### src/rtl/pipe_pkg.sv
// Shared constants and state type for the pipe_stage_buf pipeline buffer.
package pipe_pkg;

  localparam logic [15:0] NOP_INSTR_DEF = 16'h0800;

  // Encoding doubles as the held-entry count driven on occ.
  typedef enum logic [1:0] {
    EMPTY = 2'd0,
    ONE   = 2'd1,
    TWO   = 2'd2
  } state_e;

endpackage

### src/rtl/pipe_entry.sv
// Load-enabled payload/control register; instruction resets to the bubble word.
module pipe_entry
  import pipe_pkg::*;
#(
  parameter int          CTRL_W    = 20,
  parameter logic [15:0] NOP_INSTR = NOP_INSTR_DEF
) (
  input  logic              clk,
  input  logic              rst,
  input  logic              load_i,
  input  logic [15:0]       instr_i,
  input  logic [15:0]       pc_i,
  input  logic [15:0]       imm_i,
  input  logic [CTRL_W-1:0] ctrl_i,
  output logic [15:0]       instr_o,
  output logic [15:0]       pc_o,
  output logic [15:0]       imm_o,
  output logic [CTRL_W-1:0] ctrl_o
);

  logic [15:0]       instr_q, pc_q, imm_q;
  logic [CTRL_W-1:0] ctrl_q;

  always_ff @(posedge clk or negedge rst) begin
    if (!rst) begin
      instr_q <= NOP_INSTR;
      pc_q    <= '0;
      imm_q   <= '0;
      ctrl_q  <= '0;
    end else if (load_i) begin
      instr_q <= instr_i;
      pc_q    <= pc_i;
      imm_q   <= imm_i;
      ctrl_q  <= ctrl_i;
    end
  end

  assign instr_o = instr_q;
  assign pc_o    = pc_q;
  assign imm_o   = imm_q;
  assign ctrl_o  = ctrl_q;

endmodule

### src/rtl/pipe_stage_buf.sv
// In-order pipeline buffer: 2-entry main+skid with PIPE_STAGE_SKID_EN, else 1 entry.
// EMPTY: nothing held | ONE: main valid | TWO: main valid, skid holds younger entry
module pipe_stage_buf
  import pipe_pkg::*;
#(
  parameter int          CTRL_W    = 20,
  parameter logic [15:0] NOP_INSTR = NOP_INSTR_DEF
) (
  input  logic              clk,
  input  logic              rst,
  input  logic              in_valid,
  output logic              in_ready,
  input  logic [15:0]       in_instr,
  input  logic [15:0]       in_pc,
  input  logic [15:0]       in_imm,
  input  logic [CTRL_W-1:0] in_ctrl,
  input  logic              flush,
  output logic              out_valid,
  input  logic              out_ready,
  output logic [15:0]       out_instr,
  output logic [15:0]       out_pc,
  output logic [15:0]       out_imm,
  output logic [CTRL_W-1:0] out_ctrl,
  output logic [1:0]        occ
);

  state_e state_q, state_d;
  logic   main_load, skid_load;
  logic   accept, consume;

  logic [15:0]       main_instr, main_pc, main_imm;
  logic [CTRL_W-1:0] main_ctrl;
  logic [15:0]       main_instr_d, main_pc_d, main_imm_d;
  logic [CTRL_W-1:0] main_ctrl_d;

  assign accept  = in_valid && in_ready;
  assign consume = out_valid && out_ready;

  always_comb begin
    state_d   = state_q;
    main_load = 1'b0;
    skid_load = 1'b0;
    if (flush) begin
      state_d = EMPTY;
    end else begin
      case (state_q)
        EMPTY: begin
          if (accept) begin
            main_load = 1'b1;
            state_d   = ONE;
          end
        end
        ONE: begin
          if (accept && consume) begin
            main_load = 1'b1;
`ifdef PIPE_STAGE_SKID_EN
          end else if (accept) begin
            skid_load = 1'b1;
            state_d   = TWO;
`endif
          end else if (consume) begin
            state_d = EMPTY;
          end
        end
        TWO: begin
          if (consume) begin
            main_load = 1'b1;
            state_d   = ONE;
          end
        end
        default: state_d = EMPTY;
      endcase
    end
  end

  always_ff @(posedge clk or negedge rst) begin
    if (!rst) state_q <= EMPTY;
    else      state_q <= state_d;
  end

`ifdef PIPE_STAGE_SKID_EN
  logic [15:0]       skid_instr, skid_pc, skid_imm;
  logic [CTRL_W-1:0] skid_ctrl;
  logic              in_ready_q;

  // Registered so in_ready never depends on out_ready within a cycle.
  always_ff @(posedge clk or negedge rst) begin
    if (!rst) in_ready_q <= 1'b1;
    else      in_ready_q <= (state_d != TWO);
  end
  assign in_ready = in_ready_q;

  always_comb begin
    main_instr_d = in_instr;
    main_pc_d    = in_pc;
    main_imm_d   = in_imm;
    main_ctrl_d  = in_ctrl;
    if (state_q == TWO) begin
      main_instr_d = skid_instr;
      main_pc_d    = skid_pc;
      main_imm_d   = skid_imm;
      main_ctrl_d  = skid_ctrl;
    end
  end

  pipe_entry #(.CTRL_W(CTRL_W), .NOP_INSTR(NOP_INSTR)) u_skid (
    .clk     (clk),
    .rst     (rst),
    .load_i  (skid_load),
    .instr_i (in_instr),
    .pc_i    (in_pc),
    .imm_i   (in_imm),
    .ctrl_i  (in_ctrl),
    .instr_o (skid_instr),
    .pc_o    (skid_pc),
    .imm_o   (skid_imm),
    .ctrl_o  (skid_ctrl)
  );
`else
  logic unused_skid_load;
  assign unused_skid_load = skid_load;
  assign in_ready     = !out_valid || out_ready;
  assign main_instr_d = in_instr;
  assign main_pc_d    = in_pc;
  assign main_imm_d   = in_imm;
  assign main_ctrl_d  = in_ctrl;
`endif

  pipe_entry #(.CTRL_W(CTRL_W), .NOP_INSTR(NOP_INSTR)) u_main (
    .clk     (clk),
    .rst     (rst),
    .load_i  (main_load),
    .instr_i (main_instr_d),
    .pc_i    (main_pc_d),
    .imm_i   (main_imm_d),
    .ctrl_i  (main_ctrl_d),
    .instr_o (main_instr),
    .pc_o    (main_pc),
    .imm_o   (main_imm),
    .ctrl_o  (main_ctrl)
  );

  assign out_valid = (state_q != EMPTY) && !flush;
  assign out_instr = out_valid ? main_instr : NOP_INSTR;
  assign out_ctrl  = out_valid ? main_ctrl : '0;
  assign out_pc    = main_pc;
  assign out_imm   = main_imm;
  assign occ       = state_q;

endmodule

### config.mk
export PLATFORM = sky130hd
export DESIGN_NAME = pipe_stage_buf
export DESIGN_NICKNAME = d
export VERILOG_FILES = /design/src/rtl/pipe_pkg.sv /design/src/rtl/pipe_entry.sv /design/src/rtl/pipe_stage_buf.sv
export SDC_FILE = /design/constraint.sdc
export NUM_CORES = 1
export LEC_CHECK = 0
export BUFFER_PORTS_ARGS = -buffer_cell sky130_fd_sc_hd__buf_2
export CAP_MARGIN = 15
export CORE_UTILIZATION = 45
export CTS_BUF_LIST = sky130_fd_sc_hd__clkbuf_4
export CTS_CLUSTER_SIZE = 16
export DETAILED_ROUTE_END_ITERATION = 12
export HOLD_SLACK_MARGIN = 0.1
export MAX_ROUTING_LAYER = met4
export PLACE_DENSITY = 0.9
export SETUP_SLACK_MARGIN = 0.02
export SLEW_MARGIN = 20
export SYNTH_ARGS = -nofsm -noshare
export SYNTH_HDL_FRONTEND = slang
export SYNTH_SLANG_ARGS = --single-unit
### constraint.sdc
create_clock -name clk -period 1.8 [get_ports clk]
set_input_delay 0.36 -clock clk [delete_from_list [all_inputs] [get_ports clk]]
set_output_delay 0.36 -clock clk [all_outputs]
set_load 0.005 [all_outputs]
# Word-level counts from Yosys, hierarchy flattened
# Index checks and enable logic that the tools add are counted.
totals:
  reg_bits: 70
  in_bits: 73
  out_inout_bits: 72
  word_cells: 34
classes:
  n_eq_ne: 6
  muxes: 13
  reduce_logical: 10
ops:
  columns: ["op", "count"]
  rows:
  - ["$mux W20", 1]
  - ["$mux W16", 1]
  - ["$ne A3 B3 Y1 const B", 4]
  - ["$mux W2", 5]
  - ["$pmux W2 S3", 1]
  - ["$logic_and A1 B1 Y1", 4]
  - ["$mux W1", 4]
  - ["$reduce_and A4 Y1", 1]
  - ["$pmux W1 S3", 1]
  - ["$eq A2 B1 Y1 const B", 1]
  - ["$eq A2 B2 Y1 const B", 1]
  - ["$logic_not A1 Y1", 2]
  - ["$logic_not A2 Y1", 1]
  - ["$reduce_bool A2 Y1", 1]
  - ["$logic_or A1 B1 Y1", 1]

# Depth between registers and ports, before layout
logic_depth:
  depth_word: 9
  mapped_depth: 5
  mapped_depth_nobuf: 3

# Cells and area by module
# From an unflattened synthesis, not the netlist that was laid out.
unflattened:
  hier_cells: 192
  area_unflattened_um2: 2955.3
by_module_without_submodules:
  columns: ["mod", "instances", "cells_each", "area_per_inst_um2", "seq_area_each_um2"]
  rows:
  - ["pipe_entry", 1, 144, 2616.3, 1702.9]
  - ["pipe_stage_buf", 1, 48, 339.1, 25.0]

# Worst setup path before layout
# No wires, ideal clock.
synth_timing:
  path_kind: "register -> register"
  start: "reg state_q[0] (netlist: occ[0])"
  end: "reg u_main.instr_q[10] (netlist: u_main.instr_o[10])"
  setup_time_ps: 127
  t_arrival_ps: 1395
  required_ps: 1673
  path_slack_ps: 278
  stages_incl_launch_ff: 6
  n_path_buf: 2
  period_less_slack_ps: 1522
  path_cell_list: "dfrtp_1 > nor2b_2 > nor3b_4 > buf_6 > buf_6 > mux2_1"
synth_via:
  elab_chain_len: 9
  elab_cells_between_ends: 15
  classes_between: "2 x eq/ne; 5 x mux; 8 x reduce/logical"
synth_rtl:
  columns: ["item", "line_no", "source"]
  rows:
  - ["start: declaration", "pipe_stage_buf.sv:27", "state_e state_q, state_d;"]
  - ["start signal: assignment", "pipe_stage_buf.sv:78", "else state_q <= state_d;"]
  - ["$reduce_bool A2 Y1", "pipe_stage_buf.sv:143", "assign out_valid = (state_q != EMPTY) && !flush;"]
  - ["$logic_and A1 B1 Y1", "pipe_stage_buf.sv:143", null]
  - ["$logic_not A1 Y1", "pipe_stage_buf.sv:122", "assign in_ready = !out_valid || out_ready;"]
  - ["$logic_or A1 B1 Y1", "pipe_stage_buf.sv:122", null]
  - ["$logic_and A1 B1 Y1", "pipe_stage_buf.sv:36", "assign accept = in_valid && in_ready;"]
  - ["$logic_and A1 B1 Y1", "pipe_stage_buf.sv:54", "if (accept && consume) begin"]
  - ["$mux W1", "pipe_stage_buf.sv:54", null]
  - ["$pmux W1 S3 (*)", "pipe_stage_buf.sv:46", "case (state_q)"]
  - ["$mux W1 (*)", "pipe_stage_buf.sv:43", "if (flush) begin"]
  - ["end signal: assignment", "pipe_entry.sv:31", "instr_q <= instr_i;"]
  - ["end: declaration", "pipe_entry.sv:21", "logic [15:0] instr_q, pc_q, imm_q;"]
# Every way passes the cells marked *; elsewhere a longest branch is shown, timed or not.
# A chain may end at the register's enable or synchronous reset.

# Worst setup path in the final report
layout_timing:
  start: "reg state_q[0] (netlist: occ[0])"
  end: "out out_instr[9]"
layout_via:
  elab_chain_len: 3
layout_rtl:
  columns: ["item", "line_no", "source"]
  rows:
  - ["$reduce_bool A2 Y1", "pipe_stage_buf.sv:143", null]
  - ["$logic_and A1 B1 Y1", "pipe_stage_buf.sv:143", null]
  - ["$mux W16", "pipe_stage_buf.sv:144", "assign out_instr = out_valid ? main_instr : NOP_INSTR;"]
  - ["end: declaration", "pipe_stage_buf.sv:20", "output logic [15:0] out_instr,"]
# No other way between the ends.

==> qor.yml <==
timing:
  rsz0062_at_grt: "yes"
  fin_setup_tns_ps: 0
  hold_viol: 0
  drv_slew: 0
  layout_worst_path_cycle_share: 0.9590
  finClkSkew_ps: 15.69
  max_freq_ghz: 0.5793
  setup_viol: 0
  period_needed_ps: 1726
worst_setup_path:
  path_common_cell: "buf_6"
  cpPeakStageDelay_ps: 380
  critPathSlowestCell: "dfrtp_1"
  critPathBufInv: 2
  path_cells: "nor2b_4 -> buf_6 -> and2_4 -> buf_6"
  critPathCaptureType: "output port"
  path_depth: 4
  startpoint_type: "register"
  cp_data_required_time_ps: 1440
  crit_family: "flip-flops"
  crit_type: "reg2out"
  cp_max_fo: 15
  rr_worst_depth: 4
  critPathArrivalTime_ps: 1370
placement:
  post-dp-hpwl_um: 3955
  gp_congestion: 0.7090
  portBuffers: 143
yosys:
  ys_ff_latch: 69
  synth_cells: 192
  netlist.area_leader.share: 0.5968
  yosysWarningCount: 0
  synth.distinct_cells: 15
  synth_top_cell_by_area: "dfrtp_1"
  yosysSeqAreaShare: 0.6060
  syn_area_per_cell_um2: 14.85
  mappedNetlistArea_mm2: 0.002851
  synth_nets: 265
  synth.area.top_cells: "dfrtp_1 60%, mux2_2 19%, mux2_1 7.9%"
global_route:
  grt_pass1_vias: 1969
  antenna_found_initial: 0
  grt_pass1_wl_um: 8576
  grt-ovfl-total: 0
  grt_max_degree: 70
  grtUsageTotal: 0.1767
pwr:
  clkPwrFrac: 0.296
  p_switching_w: 0.0008622
  p_leak_nw: 1.958
  p_per_area_mw_per_mm2: 947.2
  combPwrFrac: 0.178
  swShare: 0.2349
  totalPowerFinal_w: 0.003670
  p_int_w: 0.002808
  peakVddDrop_mv: 0.5145
  p_seq_frac: 0.526
clock_network:
  tritoncts.num_buffers: 9
  cts_tree: "yes"
  cts.sinks: 69
  ctsHtreeMaxLevel: 3
  insertion_delay_ps: 370
  post_cts_buffers: 0
  root_buffer: "clkbuf_4"
  cts_buffer_depth: 2
  clk_pin_slew_worst_paths_ps: 110
routing:
  drt_pass1_iterations: 4
  routedWlPerCell_um: 13.25
  ant_nets: 0
  drc_errors: 0
  drt_wl_total_um: 5577
  viasPerCell: 4.734
  vias: 1993
  first_iter_violations: 49
run_status:
  outcome: "completed"
hold_path:
  min_path_cells: 2
  hp-class: "in2reg"
job:
  drv_cap: 0
die:
  core_area_mm2: 0.006026
  die_h_um: 81.60
  dieArea_mm2: 0.006659
  initial_core_util: 0.4732
  die_x_um: 81.60
  ios: 145
  num_rows: 28
cells_and_area:
  area_growth_pct: 35.89
  fill_cells: 484
  num_antenna_cells: 0
  layout_common_cells: "140 x buf_2, 68 x dfrtp_1, 48 x mux2_2"
  layout-drive-gt1-share: 0.6358
  final_nets: 414
  final_common_cell: "buf_2"
-- what timing repair did --
action,4_1_cts,5_1_grt
endpoints found under the hold margin,68,0
gates cloned,0,1
endpoints found under the setup margin,18,29
pin swaps,0,1
resized for setup,1,11
hold buffers,1,0
-- synthesized netlist by cell type, drive strengths merged --
master	number
nor2	2
nor2b	2
dfstp	1
conb	1
mux2	68
and2	35
clkbuf	4
nor3b	1
nand2b	2
buf	8
dfrtp	68
-- registers in the layout, indices dropped and copies added, names as in the netlist --
| signal | flops |
|---|---|
| occ | 1 |
| u_main.pc_o | 16 |
| u_main.imm_o | 16 |
| u_main.instr_o | 16 |
| u_main.ctrl_o | 20 |
-- worst reg2reg max path, delay by kind of cell, from the launching register on --
| kind | cells | cell delay, ps |
|---|---|---|
| buffers and inverters | 1 | 260 |
| muxes | 1 | 370 |
| DFF | 1 | 410 |
| and+or+nand+nor | 2 | 470 |
-- worst paths after layout --
path	to	slack (ps)	start
setup / recovery	out_instr[9]	70	occ[0]$_DFFE_PN0P_
min in group asynchronous	u_main.instr_o[8]$_DFFE_PN0P_	520	rst
max in group asynchronous	u_main.pc_o[15]$_DFFE_PN0P_	960	rst
hold / removal	u_main.pc_o[6]$_DFFE_PN0P_	190	in_pc[6]
setup reg to reg	u_main.imm_o[4]$_DFFE_PN0P_	190	occ[0]$_DFFE_PN0P_
hold reg to reg	u_main.pc_o[6]$_DFFE_PN0P_	490	u_main.pc_o[6]$_DFFE_PN0P_
-- cell families (layout without fill, tap and decap cells) --
kind of cell | Yosys count | count (layout) | synth area share
other cells | 1 | 1 | 0.001315
buf+inv | 12 | 166 | 0.02852
simple gates | 42 | 42 | 0.09566
mux | 68 | 68 | 0.2685
flops | 69 | 69 | 0.6060
-- layer usage --
layer	wire, um	track usage	part of all wire
met5	0	-	0
met4	40	0.07895	0.0072
met3	319	0.04222	0.057
met2	2874	0.2958	0.52
met1	2343	0.2015	0.42
-- power groups by stage --
stage	Clock [W]	Sequential [W]	Combinational, W
floorplan	0	0.00195	0.000321
global placement	0	0.00195	0.000626
detailed placement	0	0.00196	0.000653
CTS	0.00114	0.00193	0.000655
global route	0.00120	0.00197	0.000723
finish	0.00109	0.00193	0.000653
-- final cells by class --
cell class                 count  area, um2  share of cell area
timing repair buffer         150      838.3              0.2163
sequential                    69       1728              0.4459
tap                           75      93.84             0.02422
clock buffer                  11      82.58             0.02131
multi-input combinational    111       1057              0.2728
clock inverter                 5      75.07             0.01937
-- per-stage QoR --
stage                       util  std cells  setup WS [ps]  hold slack (ps)  instance area [um2]
after floorplan                -        192          277.6            64.41                 2851
after global placement    0.6069        403          255.6            407.7                 3657
after detailed placement  0.6069        403          212.5            410.9                 3657
after CTS                 0.6354        420          24.55            155.2                 3829
after global routing      0.6431        421         -48.25            154.2                 3875
final                     0.6431        421          73.76            190.1                 3875
No activity file was read; power rests on OpenSTA's default activity.
